==> config.mk <==
export PLATFORM = sky130hd
export DESIGN_NAME = imem_boot_loader
export DESIGN_NICKNAME = d
export VERILOG_FILES = /design/src/rtl/imem_boot_loader.sv
export SDC_FILE = /design/constraint.sdc
export NUM_CORES = 1
export LEC_CHECK = 0
export BUFFER_PORTS_ARGS = -buffer_cell sky130_fd_sc_hd__buf_2
export CAP_MARGIN = 20
export CORE_AREA = 4 4 115 117
export CTS_BUF_LIST = sky130_fd_sc_hd__clkbuf_4 sky130_fd_sc_hd__clkbuf_8 sky130_fd_sc_hd__clkbuf_16
export DETAILED_ROUTE_END_ITERATION = 16
export DIE_AREA = 0 0 119 121
export GPL_ROUTABILITY_DRIVEN = 0
export REMOVE_ABC_BUFFERS = 1
export SLEW_MARGIN = 0
export SYNTH_ARGS = -nofsm -noshare
export SYNTH_HDL_FRONTEND = slang
export SYNTH_SLANG_ARGS = --single-unit
==> constraint.sdc <==
create_clock -name clk -period 3.6 [get_ports clk]
set_clock_uncertainty 0.1 [all_clocks]
set_input_delay 0.36 -clock clk [delete_from_list [all_inputs] [get_ports clk]]
set_output_delay 0.36 -clock clk [all_outputs]
set_load 0.03 [all_outputs]
==> src/rtl/imem_boot_loader.sv <==
// Boot loader for the core's instruction memory: packs a byte stream little-endian
// into 32-bit words, writes them to consecutive addresses, then releases the core.
module imem_boot_loader #(
  parameter int DEPTH = 256
) (
  input  logic        clk,
  input  logic        reset,
  input  logic        load_start,
  input  logic [15:0] load_words,
  input  logic        byte_valid,
  input  logic [7:0]  byte_data,
  output logic        byte_ready,
  input  logic [31:0] pc_addr,
  output logic [31:0] imem_addr,
  output logic        mem_we,
  output logic [31:0] mem_wdata,
  output logic        busy,
  output logic        cpu_run,
  output logic        err
);

  // state | meaning
  // IDLE  | waiting for a legal load_start, core held
  // LOAD  | accepting bytes, writing completed words
  // FLUSH | one-cycle write of the final word, stream closed
  // RUN   | imem address handed back to the PC, core released
  typedef enum logic [1:0] {IDLE, LOAD, FLUSH, RUN} state_t;

  localparam logic [16:0] DEPTH_W = 17'(DEPTH);

  state_t      state, state_nxt;
  logic [15:0] len_q;
  logic [15:0] word_cnt;
  logic [1:0]  byte_cnt;
  logic [23:0] lanes_q;
  logic        start_req, len_bad, accept, word_done, last_word;

  assign start_req = load_start && ((state == IDLE) || (state == RUN));
  assign len_bad   = (load_words == 16'd0) || ({1'b0, load_words} > DEPTH_W);
  assign accept    = byte_valid && (state == LOAD);
  assign word_done = accept && (byte_cnt == 2'd3);
  // word_cnt has already caught up with the previous word's write by the time
  // the fourth byte of the next word can arrive
  assign last_word = (word_cnt == (len_q - 16'd1));

  always_ff @(posedge clk or posedge reset) begin
    if (reset) state <= IDLE;
    else       state <= state_nxt;
  end

  always_comb begin
    state_nxt = state;
    case (state)
      IDLE, RUN: if (start_req) state_nxt = len_bad ? IDLE : LOAD;
      LOAD:      if (word_done && last_word) state_nxt = FLUSH;
      FLUSH:     state_nxt = RUN;
      default:   state_nxt = IDLE;
    endcase
  end

  always_ff @(posedge clk or posedge reset) begin
    if (reset) begin
      err       <= 1'b0;
      len_q     <= 16'd0;
      word_cnt  <= 16'd0;
      byte_cnt  <= 2'd0;
      lanes_q   <= 24'd0;
      mem_we    <= 1'b0;
      mem_wdata <= 32'd0;
    end else begin
      mem_we <= word_done;
      if (mem_we) word_cnt <= word_cnt + 16'd1;
      if (start_req) begin
        if (len_bad) begin
          err <= 1'b1;
        end else begin
          err      <= 1'b0;
          len_q    <= load_words;
          word_cnt <= 16'd0;
          byte_cnt <= 2'd0;
        end
      end
      if (accept) begin
        byte_cnt <= byte_cnt + 2'd1;
        if (byte_cnt == 2'd3) mem_wdata <= {byte_data, lanes_q};
        else                  lanes_q[{byte_cnt, 3'b000} +: 8] <= byte_data;
      end
    end
  end

  assign byte_ready = (state == LOAD);
  assign busy       = (state == LOAD) || (state == FLUSH);
  assign cpu_run    = (state == RUN);
  assign imem_addr  = (state == RUN) ? pc_addr : {14'd0, word_cnt, 2'b00};

endmodule

==> run summary <==
The number of setup violations in the final report is 0. The number of different library cells in the post-synthesis netlist is 48. The minimum period implied by the final worst setup slack came out at roughly 2.7 ns. The number of filler cells placed in the layout came out at approximately 1.2k.

The leakage power total came out at 2.827 nW. The max-cap violation count came out at 0. The required time at the endpoint of the critical path is roughly 3.7 ns. Based on the critical path, the design can be clocked at up to roughly 380 MHz. The first-pass GRT wire length came out at ~19 mm. The count of buffers from port buffering is 128. The final route contains between 3k and 4k vias. For this run, design rule violations remaining after detail routing come to 0. The class of the worst hold path is in -> reg. Hold is met by about 0.13 ns. The finished layout holds 779 standard cells, fillers aside. The netlist area before placement came out at 4778 um2.

The post-synthesis instance total came out at about 470. Once layout is done, the placed cells without fillers occupy about 6000 um2. Setup repair after global routing left no endpoint under its margin. The most critical setup path has its endpoint at state[1].

The total instance count after detailed placement is ~760. The reg-to-reg critical path startpoint is len_q[0]. The worst setup slack for register-to-register paths came out at between 0.9 and 1 ns. The worst setup path is launched from a flop. Ranked by total cell area, the synthesized netlist is headed by sky130_fd_sc_hd__dfrtp_1, sky130_fd_sc_hd__mux2_2, sky130_fd_sc_hd__nand2_1. The biggest area contributor in the post-synthesis netlist is sky130_fd_sc_hd__dfrtp_1. The initial antenna violation count came out at 0. The synthesis-to-finish area growth is 24.27%.

In this run the critical register-to-register path is captured at state[1]. The number of detailed-routing iterations run before antenna repair came out at 4. The die area is approximately 14000 um2. The H-tree generated during clock tree synthesis spans 3 levels. The final worst-path cycle share is roughly 74%. The total number of clock tree sinks is 94. The power per standard cell area is 718.5 nW/um2.

The initial core utilization came out at between 30 and 40%. The clock transition at the registers of the reported paths came out at approximately 0.07 ns. The synthesis warning total is 0. The number of nets in the layout is 672.

The leftover overflow at the end of global routing is 0. The number of buffers inserted during clock tree synthesis came out at 9. The total area inside the core boundary comes to roughly 12000 um2. Dividing the synthesized area by the synthesized cell count gives slightly above 10 um2. Global routing consumed, over all layers together, between 10% and 20% of the routing resources. The number of cells on the worst reg-to-reg path came out at 9. The placed standard-cell area came out at approximately 5600 um2. The post-CTS setup buffer count is 0. The final hold violation count is 0. The root buffer cell chosen for the clock tree is sky130_fd_sc_hd__clkbuf_16. The fraction of the core area covered by cells at the end of the flow came out at between 40% and 50%. The via count normalized by instance count came out at between 4 and 5. Clock latency on the worst-skew pair, taken at its later pin, is 0.35 ns.

The final total power came out at roughly 4.3 mW. The worst-path maximum fanout came out at 6. The number of global-route vias before repair is slightly below 4k. The die boundary height is 121 um. Measured along the x axis, the die boundary spans 119 um. The worst-margin pin slew came out at 1.065 ns. In the post-synthesis netlist, the cell with the most instances is sky130_fd_sc_hd__dfrtp_1. The run finished with clean final reports. The number of nets with antenna violations after detailed routing is 0.

TritonCTS built the clock tree. The row count came out at between 40 and 50. The accumulated negative setup slack came out at 0 ns. The startpoint of the most critical setup path is len_q[0]. The clock passes through at most 2 buffers. In the final routed layout, each cell accounts on average for 14.58 um. Pin placement for this block handled 129 I/O pins.

The HPWL after detailed placement is 8.580 mm. The share of the Yosys chip area taken by registers is a little under 50%. The commonest cells after synthesis are sky130_fd_sc_hd__dfrtp_1, sky130_fd_sc_hd__nand2_1, sky130_fd_sc_hd__mux2_2. The number of design-rule violations left by the first detailed-router iteration is 88. The final number of max-transition violations came out at 0.

Of the cells placed in the final design, the portion with a size suffix greater than 1 is between 30% and 40%. The repair_antennas step left the layout with diodes totalling 0. The headroom to the max-slew limit came out at just under 30%.

The worst setup path is of the reg -> reg kind. The fraction of synthesized cell area taken by the top area cell type is about half. The async set-reset flop share out of synthesis is between 90% and 100%.

The count of flip-flops with a built-in enable after synthesis came out at 0. The worst setup path is captured at a flop. Once routing completed, OpenROAD measured the worst setup slack at 0.9426 ns.

The largest net degree at the start of global routing came out at 58. The flip-flop and latch count after synthesis came out at 94. The wire length after detailed routing came out at 11.36 mm. The arrival time of data at the critical path endpoint is about 2.8 ns. The peak ir drop on the vdd network came out at between 0.0003 and 0.0004 V. In the synthesized netlist the dominant register cell turns out to be sky130_fd_sc_hd__dfrtp_1. Prior to clock tree synthesis, the placed netlist has a worst setup slack of between 0.9 and 1 ns.
[how the worst min path moves through the flow]
stage	from	to	slack (ns)	depth (start not counted)
after floorplan	lanes_q[0]	lanes_q[0]	0.34	2
after global placement	lanes_q[21]	lanes_q[21]	0.36	2
after detailed placement	lanes_q[8]	lanes_q[8]	0.37	2
after CTS	load_words[4]	len_q[4]	0.11	3
after global routing	load_words[2]	len_q[2]	0.13	3
final	load_words[2]	len_q[2]	0.13	3
[repair_timing]
| item | 4_1_cts | 5_1_grt |
|---|---|---|
| hold endpoints to repair | 0 | 4 |
| gates resized for setup | 0 | 0 |
| hold buffers | 0 | 1 |
[metal layers]
| layer | vias to the layer above | track usage, % | wire length [um] |
|---|---|---|---|
| li1 | 1883 | - | - |
| met1 | 1814 | 20.28 | 4921 |
| met2 | 123 | 27.62 | 5388 |
| met3 | 17 | 5.967 | 827 |
| met4 | 0 | 5.865 | 222 |
| met5 | - | 0 | 0 |
[cells by family after synthesis]
kind of cell             synth area share [%]
XOR/XNOR                                5.682
multiplexers                            11.91
flip-flops                              49.23
adder cells (fa/ha/maj)                 2.618
buffers and inverters                   2.514
AO/OA/AOI/OAI                           8.118
AND/OR/NAND/NOR                         19.93
[layout by cell type (no fill, tap or decap), types with 3 or more instances in the layout]
| master | count |
|---|---|
| sky130_fd_sc_hd__and3_1 | 8 |
| sky130_fd_sc_hd__nand3_1 | 17 |
| sky130_fd_sc_hd__mux2i_1 | 4 |
| sky130_fd_sc_hd__xor2_1 | 20 |
| sky130_fd_sc_hd__and2_1 | 25 |
| sky130_fd_sc_hd__xnor2_1 | 11 |
| sky130_fd_sc_hd__and4_1 | 3 |
| sky130_fd_sc_hd__inv_6 | 3 |
| sky130_fd_sc_hd__o211ai_1 | 3 |
| sky130_fd_sc_hd__a211oi_1 | 3 |
| sky130_fd_sc_hd__buf_4 | 6 |
| sky130_fd_sc_hd__nor4_1 | 4 |
| sky130_fd_sc_hd__a21oi_1 | 4 |
| sky130_fd_sc_hd__ha_1 | 10 |
| sky130_fd_sc_hd__buf_2 | 128 |
| sky130_fd_sc_hd__o21ai_0 | 37 |
| sky130_fd_sc_hd__mux2_2 | 47 |
| sky130_fd_sc_hd__inv_1 | 13 |
| sky130_fd_sc_hd__a31oi_1 | 3 |
| sky130_fd_sc_hd__clkbuf_16 | 9 |
| sky130_fd_sc_hd__dfrtp_1 | 94 |
| sky130_fd_sc_hd__nor3_1 | 8 |
| sky130_fd_sc_hd__nor2_1 | 28 |
| sky130_fd_sc_hd__nor3b_1 | 3 |
| sky130_fd_sc_hd__nand2_1 | 79 |
[sequential cells by signal, indices dropped and copies added (netlist names)]
signal     flops
mem_we         1
mem_wdata     32
byte_cnt       2
lanes_q       24
state          2
word_cnt      16
err            1
len_q         16
[critical path, stage by stage, from the launching register on]
cell and delay [ns]:
sky130_fd_sc_hd__dfrtp_1 0.43, sky130_fd_sc_hd__inv_1 0.10, sky130_fd_sc_hd__ha_1 0.19, sky130_fd_sc_hd__nor4b_4 0.34
sky130_fd_sc_hd__a31oi_1 0.17, sky130_fd_sc_hd__a211o_1 0.29, sky130_fd_sc_hd__a31oi_1 0.26, sky130_fd_sc_hd__nor4_2 0.10
sky130_fd_sc_hd__a21o_1 0.20, sky130_fd_sc_hd__a221o_1 0.35
[power by group]
group,switching [mW],internal [mW],total [mW]
sequential,0.241,1.30,1.54
clock,0.408,0.502,0.910
combinational,1.14,0.677,1.82
total,1.79,2.48,4.27
[layout make-up]
class / instances / area [um2] / area share (%)
Clock buffer: 11 / 246.5 / 4.151
Inverter: 14 / 53.80 / 0.9060
Timing Repair Buffer: 136 / 723.2 / 12.18
Multi-Input combinational cell: 347 / 2306 / 38.83
Clock inverter: 5 / 41.29 / 0.6953
Tap cell: 172 / 215.2 / 3.624
Sequential cell: 94 / 2352 / 39.61
(Power assumes the default switching activity.)
